[src/rtl/can_tx_scheduler.sv]
// can_tx_scheduler: lowest-ID-first CAN TX mailbox arbiter with abort and error retry handling.
// Define CAN_TX_RETRY_LIMIT_EN to fail a frame after RETRY_MAX transmit errors (otherwise it retries forever).
module can_tx_scheduler #(
   parameter int NUM_MB    = 4,
   parameter int ID_W      = 11,
   parameter int RETRY_MAX = 8,
   localparam int SEL_W    = $clog2(NUM_MB)
) (
   input  logic                   wb_clk_i,
   input  logic                   wb_rst_i,
   input  logic [NUM_MB-1:0]      mb_req_i,
   input  logic [NUM_MB*ID_W-1:0] mb_id_i,
   input  logic [NUM_MB-1:0]      mb_abort_i,
   input  logic                   bus_idle_i,
   input  logic                   tx_done_i,
   input  logic                   tx_arb_lost_i,
   input  logic                   tx_err_i,
   output logic                   tx_start_o,
   output logic [SEL_W-1:0]       tx_sel_o,
   output logic [ID_W-1:0]        tx_id_o,
   output logic [NUM_MB-1:0]      mb_ack_o,
   output logic [NUM_MB-1:0]      mb_fail_o,
   output logic                   busy_o
);
   typedef enum logic [1:0] {IDLE, START, WAIT} state_t;
   state_t state, state_nxt;
   logic [NUM_MB-1:0] blocked, elig, sel_oh, ack_set, fail_set;
   logic found, abort_flag, ab, done_ev, err_ev, lost_ev, limit, fin_fail;
   logic [SEL_W-1:0] win_sel;
   logic [ID_W-1:0] win_id;

   if (NUM_MB < 2 || NUM_MB > 8 || RETRY_MAX < 1 || RETRY_MAX > 15) begin : g_bad_param
      $error("can_tx_scheduler: parameter out of range");
   end

   // strict compare keeps the lowest index on equal IDs
   always_comb begin
      elig = mb_req_i & ~blocked & ~mb_abort_i;
      found = 1'b0;
      win_sel = '0;
      win_id = '0;
      for (int k = 0; k < NUM_MB; k++)
         if (elig[k] && (!found || mb_id_i[k*ID_W +: ID_W] < win_id)) begin
            found = 1'b1;
            win_sel = SEL_W'(k);
            win_id = mb_id_i[k*ID_W +: ID_W];
         end
   end

   always_ff @(posedge wb_clk_i or posedge wb_rst_i)
      if (wb_rst_i) state <= IDLE;
      else state <= state_nxt;

   always_comb begin
      state_nxt = state;
      case (state)
         IDLE:    if (found && bus_idle_i) state_nxt = START;
         START:   state_nxt = WAIT;
         WAIT:    if (tx_done_i || tx_err_i || tx_arb_lost_i) state_nxt = IDLE;
         default: state_nxt = IDLE;
      endcase
   end

   always_comb begin
      tx_start_o = state == START;
      busy_o = state != IDLE;
   end

   always_comb begin
      sel_oh = NUM_MB'(1) << tx_sel_o;
      ab = abort_flag || mb_abort_i[tx_sel_o];
      done_ev = state == WAIT && tx_done_i;
      err_ev = state == WAIT && !tx_done_i && tx_err_i;
      lost_ev = state == WAIT && !tx_done_i && !tx_err_i && tx_arb_lost_i;
      fin_fail = ((err_ev || lost_ev) && ab) || limit;
      ack_set = done_ev ? sel_oh : '0;
      fail_set = (fin_fail ? sel_oh : '0) | (mb_abort_i & mb_req_i & ~blocked & (busy_o ? ~sel_oh : '1));
   end

`ifdef CAN_TX_RETRY_LIMIT_EN
   logic [3:0] cnt [NUM_MB];
   assign limit = err_ev && !ab && ({1'b0, cnt[tx_sel_o]} + 5'd1 == 5'(RETRY_MAX));
   always_ff @(posedge wb_clk_i or posedge wb_rst_i)
      if (wb_rst_i)
         for (int k = 0; k < NUM_MB; k++) cnt[k] <= '0;
      else
         for (int k = 0; k < NUM_MB; k++)
            if (ack_set[k] || fail_set[k]) cnt[k] <= '0;
            else if (err_ev && tx_sel_o == SEL_W'(k)) cnt[k] <= cnt[k] + 4'd1;
`else
   assign limit = 1'b0;
`endif

   always_ff @(posedge wb_clk_i or posedge wb_rst_i)
      if (wb_rst_i) begin
         tx_sel_o <= '0;
         tx_id_o <= '0;
         abort_flag <= 1'b0;
         blocked <= '0;
         mb_ack_o <= '0;
         mb_fail_o <= '0;
      end else begin
         if (state == IDLE && state_nxt == START) begin
            tx_sel_o <= win_sel;
            tx_id_o <= win_id;
         end
         abort_flag <= state != IDLE && state_nxt != IDLE && ab;
         blocked <= ack_set | fail_set | (blocked & mb_req_i);
         mb_ack_o <= ack_set;
         mb_fail_o <= fail_set;
      end
endmodule

[config.mk]
export PLATFORM = sky130hd
export DESIGN_NAME = can_tx_scheduler
export DESIGN_NICKNAME = d
export VERILOG_FILES = /design/src/rtl/can_tx_scheduler.sv
export SDC_FILE = /design/constraint.sdc
export NUM_CORES = 1
export LEC_CHECK = 0
export ABC_AREA = 0
export BUFFER_PORTS_ARGS = -buffer_cell sky130_fd_sc_hd__buf_2
export CELL_PAD_IN_SITES_DETAIL_PLACEMENT = 0
export CELL_PAD_IN_SITES_GLOBAL_PLACEMENT = 1
export CORE_UTILIZATION = 25
export CTS_CLUSTER_SIZE = 30
export DETAILED_ROUTE_END_ITERATION = 10
export PLACE_DENSITY_LB_ADDON = 0.15
export SETUP_SLACK_MARGIN = 0.2
export SYNTH_ARGS = -nofsm -noshare
export SYNTH_HDL_FRONTEND = slang
export SYNTH_SLANG_ARGS = --single-unit
[constraint.sdc]
create_clock -name wb_clk_i -period 16.7 [get_ports wb_clk_i]
set_input_delay 0 -clock wb_clk_i [delete_from_list [all_inputs] [get_ports wb_clk_i]]
set_output_delay 0 -clock wb_clk_i [all_outputs]
set_load 0.01 [all_outputs]
* Yosys cells after proc, flatten, opt, wreduce, memory -nomap -nowiden
Index checks and enable logic that the tools add are counted.
Cells by class: add/sub/neg operators 0, multipliers 0, div/mod/pow operators 0, $lt $le $gt $ge 4, equality and inequality tests 3, shift operators 1, multiplexer cells 19, bitwise logic cells 12, reduce and logical (&&, ||, !) cells 28
Operators by type and width (count):
- two-way mux 11 bit | 4
- less-than comparator 11 bit | 3
- AND 4 bit | 6
- logical AND 1 bit | 13
- two-way mux 4 bit | 3
- NOT 4 bit | 3
- bitwise OR 4 bit | 3
- two-way mux 2 bit | 4
- logical OR 1 bit | 7
- two-way mux 1 bit | 6
- case mux 2 bit (3 select lines) | 1
- zero test 1 bit | 5
- == test 2 x 1 -> 1 bit (second input constant) | 2
- nonzero test 2 bit | 2
- left shift 1 x 2 -> 4 bit (first input constant) | 1
- less-than comparator 2 x 3 -> 1 bit (second input constant) | 1
- binary-select mux 1 bit (select 2 bit) | 1
- == test 2 bit (second input constant) | 1
- zero test 2 bit | 1
Storage, ports and cells: flip-flop bits (word level) 28, bits in latches 0, memory bits (writable) 0, memory bits (read-only) 0, input port bits 58, output and inout port bits 23, word-level logic and storage cells 74, memories 0

* Logic depth before layout (Yosys ltp)
Gate-level depths: netlist (run 1).
depth after elaboration 22, mapped depth 30, mapped depth without buffers 25

* Worst setup path after synthesis (run 1)
Ideal clock, no wire load.
path type register to register, from register blocked[0], to register tx_id_o[1], library setup time 82 ps, data arrival time 6324 ps, data required time 16618 ps, slack 10294 ps, cell stages (with the launch flop) 29, buffers on the path 5, period minus slack after synthesis 6406 ps, cell sequence dfrtp_1 > nor3b_2 > clkbuf_1 > buf_1 > nand2_1 > ha_1 > a21o_1 > a31o_1 > a31o_1 > or3_1 > clkbuf_1 > a32o_1 > inv_1 > ha_1 > a211oi_1 > o21ai_1 > a2111oi_4 > a31oi_4 > buf_12 > mux2i_1 > ha_1 > nand2_1 > o41ai_1 > a21oi_1 > o211a_1 > and4_4 > buf_6 > or3_1 > a31oi_1
Between the ends: longest elaborated chain between the ends 21, elaborated cells on any way between the ends 28, classes of those cells order compare: 3; eq/ne: 1; mux: 10; bitwise: 3; reduce/logical: 11
RTL lines:
- start: declaration | line 27 | logic [NUM_MB-1:0] blocked, elig, sel_oh, ack_set, fail_set;
- start signal: assignment | line 108 | blocked <= ack_set | fail_set | (blocked & mb_req_i);
- NOT 4 bit (*) | line 38 | elig = mb_req_i & ~blocked & ~mb_abort_i;
- AND 4 bit (*) (2 in a row) | line 38
- two-way mux 11 bit or two-way mux 1 bit (tied branches) | line 43 | if (elig[k] && (!found || mb_id_i[k*ID_W +: ID_W] < win_id)) begin
- less-than comparator 11 bit or zero test 1 bit (tied branches) | line 43
- logical OR 1 bit | line 43
- logical AND 1 bit | line 43
- two-way mux 11 bit or two-way mux 1 bit (tied branches) | line 43
- less-than comparator 11 bit or zero test 1 bit (tied branches) | line 43
- (+4 left out)
- logical OR 1 bit | line 43
- logical AND 1 bit | line 43
- two-way mux 1 bit | line 43
- logical AND 1 bit | line 57 | IDLE: if (found && bus_idle_i) state_nxt = START;
- two-way mux 2 bit | line 57
- case mux 2 bit (3 select lines) | line 56 | case (state)
- == test 2 x 1 -> 1 bit | line 103 | if (state == IDLE && state_nxt == START) begin
- logical AND 1 bit | line 103
- end signal: assignment | line 105 | tx_id_o <= win_id;
- end: declaration | line 20 | output logic [ID_W-1:0] tx_id_o,
Mark *: on every way between the ends. The rest lies on a longest branch, timed or not. A chain may end at the register's enable or synchronous reset.

* Worst setup path in the final report (run 1)
from register blocked[0], to register tx_id_o[4]
The elaborated chain is that of the path after synthesis.

==> results of run 1 <==
==> worst max-delay path, cell delays in order, from the launching register on <==
cell and delay [ns]:
dfrtp_1 0.42, nor3b_2 0.18, buf_4 0.28, nand2_1 0.09, ha_1 0.32, a21o_1 0.20, a31o_1 0.20, a31o_1 0.19
or3_1 0.49, a32o_1 0.36, inv_1 0.06, ha_1 0.17, nand2_1 0.10, a21oi_1 0.11, a21boi_0 0.18, o21ai_0 0.17
a31oi_4 0.53, mux2i_1 0.35, ha_1 0.30, a211oi_1 0.22, o21ai_0 0.15, a21oi_1 0.20, o211a_1 0.24, nand3_1 0.10
o21ai_2 0.59, o21ai_0 0.20, a31oi_1 0.19
==> worst paths after layout <==
path / from / endpoint / slack [ns] / cells after the start
min in group asynchronous: wb_rst_i / state[1] / 0.32 / 4
hold / removal: mb_id_i[38] / tx_id_o[5] / 0.008 / 3
setup reg to reg: blocked[0] / tx_id_o[4] / 10.02 / 26
setup / recovery: blocked[0] / tx_id_o[4] / 10.02 / 26
max in group asynchronous: wb_rst_i / tx_sel_o[1] / 16.10 / 4
hold reg to reg: abort_flag / abort_flag / 0.51 / 1
==> report_power, final <==
part / total (mW) / switching (mW) / internal [mW]
clock: 0.0542 / 0.0221 / 0.0321
sequential: 0.109 / 0.0179 / 0.0913
combinational: 0.159 / 0.0882 / 0.0710
==> routing by layer <==
metal  global-route usage [%]  share of wire, %  vias up
li1                         -                 -     1219
met1                    17.30                46     1056
met2                    25.75                49       60
met3                    1.803               3.7        2
met4                    3.010              0.57        0
met5                        0                 0        -
==> cells by family after synthesis <==
logic type | synth area share, %
buffers and inverters | 6.469
multiplexers | 5.858
flip-flops | 28.53
adder cells (fa/ha/maj) | 15.28
AO/OA/AOI/OAI | 26.34
AND/OR/NAND/NOR | 17.52
==> cells in the mapped netlist, drive strengths merged (2+ instances only) <==
master,n,area (sq um)
mux2i,11,110.1
nor2,29,108.9
or3b,3,26.28
a31oi,14,102.6
a211o,4,35.03
nand4,2,12.51
a211oi,3,22.52
ha,30,375.4
inv,20,75.07
nand3b,2,15.01
nor3b,2,20.02
a21o,4,30.03
a32o,11,110.1
o21ai,21,108.9
buf,6,50.04
a31o,2,17.52
a21oi,11,55.05
o32ai,2,17.52
nor3,3,15.01
o2111ai,2,17.52
dfrtp,28,700.7
nand2,23,86.33
nand3,7,35.03
or3,11,68.82
clkbuf,9,33.78
o211a,2,20.02
o21a,2,15.01
o22ai,2,12.51
nand2b,2,12.51
==> sequential cells by signal, indices dropped and copies added, names as in the netlist <==
signal,count
mb_ack_o,4
tx_sel_o,2
tx_id_o,11
abort_flag,1
state,2
mb_fail_o,4
blocked,4
==> placed cells by master, fill, tap and decap left out, types with 3 or more instances in the layout <==
cell / count
a31oi_1: 13
dlygate4sd3_1: 14
nor3_1: 3
mux2i_1: 11
a32o_1: 11
a21o_1: 4
dfrtp_1: 28
a21oi_1: 11
clkbuf_8: 3
ha_1: 30
or3_1: 11
or3b_1: 3
nand2_1: 23
a211o_1: 4
o21ai_1: 8
a211oi_1: 3
nand3_1: 7
o21ai_0: 12
nor2_1: 29
buf_2: 80
inv_1: 20
==> final cells by class <==
cell class	count	area, sq um
Inverter	20	75.07
Clock inverter	1	30.03
Timing Repair Buffer	96	555.5
Clock buffer	3	41.29
Fill cell	1020	6211
Multi-Input combinational cell	218	1597
Tap cell	129	161.4
Sequential cell	28	700.7
==> qor_table.md, run 1 <==
| Parameter | This run | Unit |
|:---|:---|:---|
| Start-to-end type of the worst setup path | reg2reg | - |
| Pin count of the biggest net entering global routing | 29 | - |
| Max rail drop VDD | 32.70 | uV |
| Nets | 455 | - |
| Clock buffer count from CTS | 3 | - |
| Row cnt | 35 | - |
| Period minus WS final | 6.684 | ns |
| Top-level port count | 81 | - |
| Mapped Nets | 369 | - |
| Number of enable-type register cells in the synthesized netlist | 0 | - |
| Total Routing Usage GR | 13.98 | % |
| Routability Congestion | 0.7442 | - |
| HPWL reported at the end of detailed placement | 5.746 | mm |
| Mean Syn Cell Area | 8.741 | sq um |
| DIE AREA | 0.01023 | sq mm |
| Area of the mapped netlist | 0.002456 | sq mm |
| Post-synth cell types | 49 | - |
| Postcts setup bufs | 0 | - |
| Wire length reported by the detailed router | 7.054 | mm |
| Die span in x | 101.1 | microns |
| Share of flip-flops with an asynchronous set or reset after synthesis | 100.0 | % |
| Vert. Die Dim | 101.1 | microns |
| Worst min-delay path class | in2reg | - |
| Reg clk slew, reported paths | 0.10 | ns |
| Setup slack after layout | 10.02 | ns |
| Setup TNS | 0 | ns |
| Final number of hold-violating endpoints | 0 | - |
| CP Max Fanout | 24 | - |
| Total non-filler cell area in the finished layout | 0.003161 | sq mm |
| Pins Over Slew Limit | 0 | - |
| Fin crit share | 40.03 | % |
| Req. time, crit path | 16.91 | ns |
| Via count of the first global-routing pass | 2,271 | - |
| Clock H-tree levels | 1 | - |
| First-pass GRT wire length | 11.21 | mm |
| TritonCTS clock tree | done | - |
| Via count of the routed design | 2,337 | - |
| Dpl cell area | 0.002949 | sq mm |
| First-pass detailed-route iteration total | 4 | - |
| Slew of the pin with the lowest slew margin | 0.7469 | ns |
| Overall power of the completed layout | 0.3226 | mW |
| Clock skew after layout | 0.009236 | ns |
| Leakage dissipation | 1.508 | nW |
| Cells after Synth | 281 | - |
| Final setup fails | 0 | - |
| DR iter-0 viols | 63 | - |
| Final-layout worst hold slack | 0.008192 | ns |
| Worst-case headroom to the max-slew limit | 50.20 | % |
| Post-CTS Resized | 0 | - |
| Final routed DRC violation total | 0 | - |
| Core Util, Final | 33.73 | % |
| Congestion Overflow GR | 0 | - |
| Antenna cells | 0 | - |
| Root Driver | clkbuf_8 | - |
| Total of max-cap violations | 0 | - |
| Proportion of layout cells with a drive suffix above 1 | 25.68 | % |
| Number of flip-flops and latches in the synthesized netlist | 28 | - |
| Wirelength per Cell | 14.25 | microns |
| Worst slack at placement | 10.05 | ns |
| Critical Path Sink Type | flop | - |
| CP Data Arrival Time | 6.89 | ns |
| Fraction of the yosys area taken by sequential cells | 28.53 | % |
| Initial core utilization | 26.21 | % |
| Quantity of I/O buffers inserted on ports | 80 | - |
| Deepest clock path buffer count | 2 | - |
| Count of hold buffers inserted by post-cts repair | 14 | - |
| Ys Warns | 0 | - |
| Startpoint class of the critical path | flop | - |
| Power Dens Cells | 102.1 | mW/mm^2 |
| Setup repair after global routing missed its margin | false | - |
| Peak clock frequency supported by timing | 149.6 | MHz |
| Synth Flop Type | dfrtp_1 | - |
| Count of placed standard cells in the final layout, fillers left out | 495 | - |
| Area grow syn2layout | 28.68 | % |
| Number of placed instances with taps included | 477 | - |
| Number of antenna violations at the first check in global routing | 0 | - |
| Floorplan Core Area | 0.009371 | sq mm |
| Post-detailed-route count of antenna-violating nets | 0 | - |
| Clk_lat worst skew | 0.28 | ns |
| Count of clock tree sinks | 28 | - |
| Vias/cell | 4.721 | - |
| Outcome | finished clean | - |
(Power assumes the default switching activity.)
==> run 2: changes to the inputs <==
Clock period 16.7 ns to 7 ns, I/O delays scaled along.
==> qor_table.md, run 2 (synthesis results as in run 1) <==
| Parameter | This run | Unit |
|:---|:---|:---|
| Deepest clock path buffer count | 2 | - |
| Req. time, crit path | 7.21 | ns |
| HPWL reported at the end of detailed placement | 5.684 | mm |
| Routability Congestion | 0.7701 | - |
| Clock H-tree levels | 1 | - |
| Peak per-stage delay on the critical path | 0.47 | ns |
| Via count of the routed design | 2,423 | - |
| Die span in x | 101.1 | microns |
| CP Max Fanout | 24 | - |
| Pin count of the biggest net entering global routing | 29 | - |
| Total of max-cap violations | 0 | - |
| Leakage dissipation | 1.508 | nW |
| Congestion Overflow GR | 0 | - |
| Top-level port count | 81 | - |
| Power Dens Cells | 239.3 | mW/mm^2 |
| Pins Over Slew Limit | 0 | - |
| Floorplan Core Area | 0.009371 | sq mm |
| Outcome | finished clean | - |
| Proportion of layout cells with a drive suffix above 1 | 27.60 | % |
| Start-to-end type of the worst setup path | reg2reg | - |
| Hold path start | mb_id_i[34] | - |
| Total Routing Usage GR | 13.79 | % |
| CP Data Arrival Time | 6.49 | ns |
| Crit Reg-Reg Startpoint | blocked[0] | - |
| TritonCTS clock tree | done | - |
| Count of clock tree sinks | 28 | - |
| First-pass detailed-route iteration total | 6 | - |
| Antenna cells | 0 | - |
| Nets | 455 | - |
| Critical Path Sink Type | flop | - |
| Slew of the pin with the lowest slew margin | 0.7494 | ns |
| Total non-filler cell area in the finished layout | 0.003147 | sq mm |
| Dpl cell area | 0.002969 | sq mm |
| Setup repair after global routing missed its margin | false | - |
| Clock buffer count from CTS | 3 | - |
| Wire length reported by the detailed router | 6.960 | mm |
| Fin crit share | 89.63 | % |
| Quantity of I/O buffers inserted on ports | 80 | - |
| Commonest cells after routing, fill and taps aside | buf_2 (80), ha_1 (30), nor2_1 (29), dfrtp_1 (28), nand2_1 (23) | - |
| Via count of the first global-routing pass | 2,227 | - |
| Row cnt | 35 | - |
| Initial core utilization | 26.21 | % |
| Vias/cell | 4.895 | - |
| Root Driver | clkbuf_8 | - |
| Reg clk slew, reported paths | 0.10 | ns |
| Setup TNS | 0 | ns |
| Worst min-delay path class | in2reg | - |
| Startpoint class of the critical path | flop | - |
| Critical path's slowest cell | a31oi_4 | - |
| Critical path startpoint | blocked[0] | - |
| Clk_lat worst skew | 0.28 | ns |
| Final routed DRC violation total | 0 | - |
| Final number of hold-violating endpoints | 0 | - |
| Worst-case headroom to the max-slew limit | 50.04 | % |
| Peak clock frequency supported by timing | 159.4 | MHz |
| Clock skew after layout | 0.007359 | ns |
| DR iter-0 viols | 73 | - |
| Most common cell after layout, fill and taps aside | buf_2 | - |
| DIE AREA | 0.01023 | sq mm |
| Final setup fails | 0 | - |
| Largest register by flop count | tx_id_o | - |
| Number of antenna violations at the first check in global routing | 0 | - |
| Period minus WS final | 6.274 | ns |
| Area grow syn2layout | 28.12 | % |
| Number of inserted filler cells in the final layout | 1,031 | - |
| Core Util, Final | 33.58 | % |
| Post-detailed-route count of antenna-violating nets | 0 | - |
| First-pass GRT wire length | 10.95 | mm |
| Max rail drop VDD | 79.77 | uV |
| Vert. Die Dim | 101.1 | microns |
| Wirelength per Cell | 14.06 | microns |
| Flip-flop count of the largest register after layout | 11 | - |
==> run 2: changes by cell type in the layout (fill, tap and decap cells not counted) <==
cell | before | now
buf_12 | 0 | 1
buf_4 | 2 | 7
bufinv_16 | 1 | 0
clkbuf_8 | 3 | 4
dlygate4sd3_1 | 14 | 8
or3_1 | 11 | 10
or3_4 | 0 | 1
==> run 2: final timing paths <==
path                              endpoint  slack (ns)  depth (start not counted)
worst min register to register  abort_flag        0.51                          1
max in group asynchronous       blocked[0]        6.40                          4
worst max register to register  tx_id_o[8]        0.73                         27
worst max-delay path            tx_id_o[8]        0.73                         27
worst min-delay path            tx_id_o[1]      0.0002                          3
min in group asynchronous       abort_flag        0.32                          4
==> run 2: metal layers <==
metal,global-route usage (%),wire length (microns),up-vias
met5,0,0,-
met4,3.790,78,0
met3,2.288,303,5
met2,24.07,3433,61
met1,17.51,3145,1136
li1,-,-,1221
==> run 2: worst max-delay path, delay by kind of cell, from the launching register on <==
kind / cells / cell delay (ns)
buf+inv: 3 / 0.44
mux: 1 / 0.21
simple gates: 6 / 1.02
compound gates: 14 / 3.17
flops: 1 / 0.42
fa+ha+maj: 3 / 0.94
==> run 2: layout make-up <==
class,count,area (sq um),share of cell area (%)
Multi-Input combinational cell,218,1602,50.89
Tap cell,129,161.4,5.129
Sequential cell,28,700.7,22.27
Timing Repair Buffer,96,553.0,17.57
Inverter,20,75.07,2.386
Clock buffer,4,55.05,1.750
==> run 2: repair_timing <==
| action | CTS | global route |
|---|---|---|
| setup endpoints to repair | 0 | 10 |
| hold endpoints to repair | 34 | 0 |
| resized for setup | 0 | 1 |
| hold buffers | 8 | 0 |
| setup buffers | 0 | 5 |
==> run 2: where the power goes <==
group,switching [mW],total (mW),internal [mW]
Combinational,0.212,0.390,0.178
Sequential,0.0417,0.260,0.218
Clock,0.0532,0.104,0.0505
==> run 2: metrics by stage <==
stage | std cells | worst slack, ns | power (mW) | hold WS [ns]
final | 495 | 0.7260 | 0.7530 | 0.0002466
after global routing | 495 | 0.2178 | 0.8214 | 0.004614
after CTS | 490 | 0.4709 | 0.7558 | 0.0004903
after detailed placement | 478 | 0.5199 | 0.6450 | 0.09478
after global placement | 478 | 0.5608 | 0.6447 | 0.09180
after floorplan | 281 | 0.5938 | 0.5189 | 0.06541
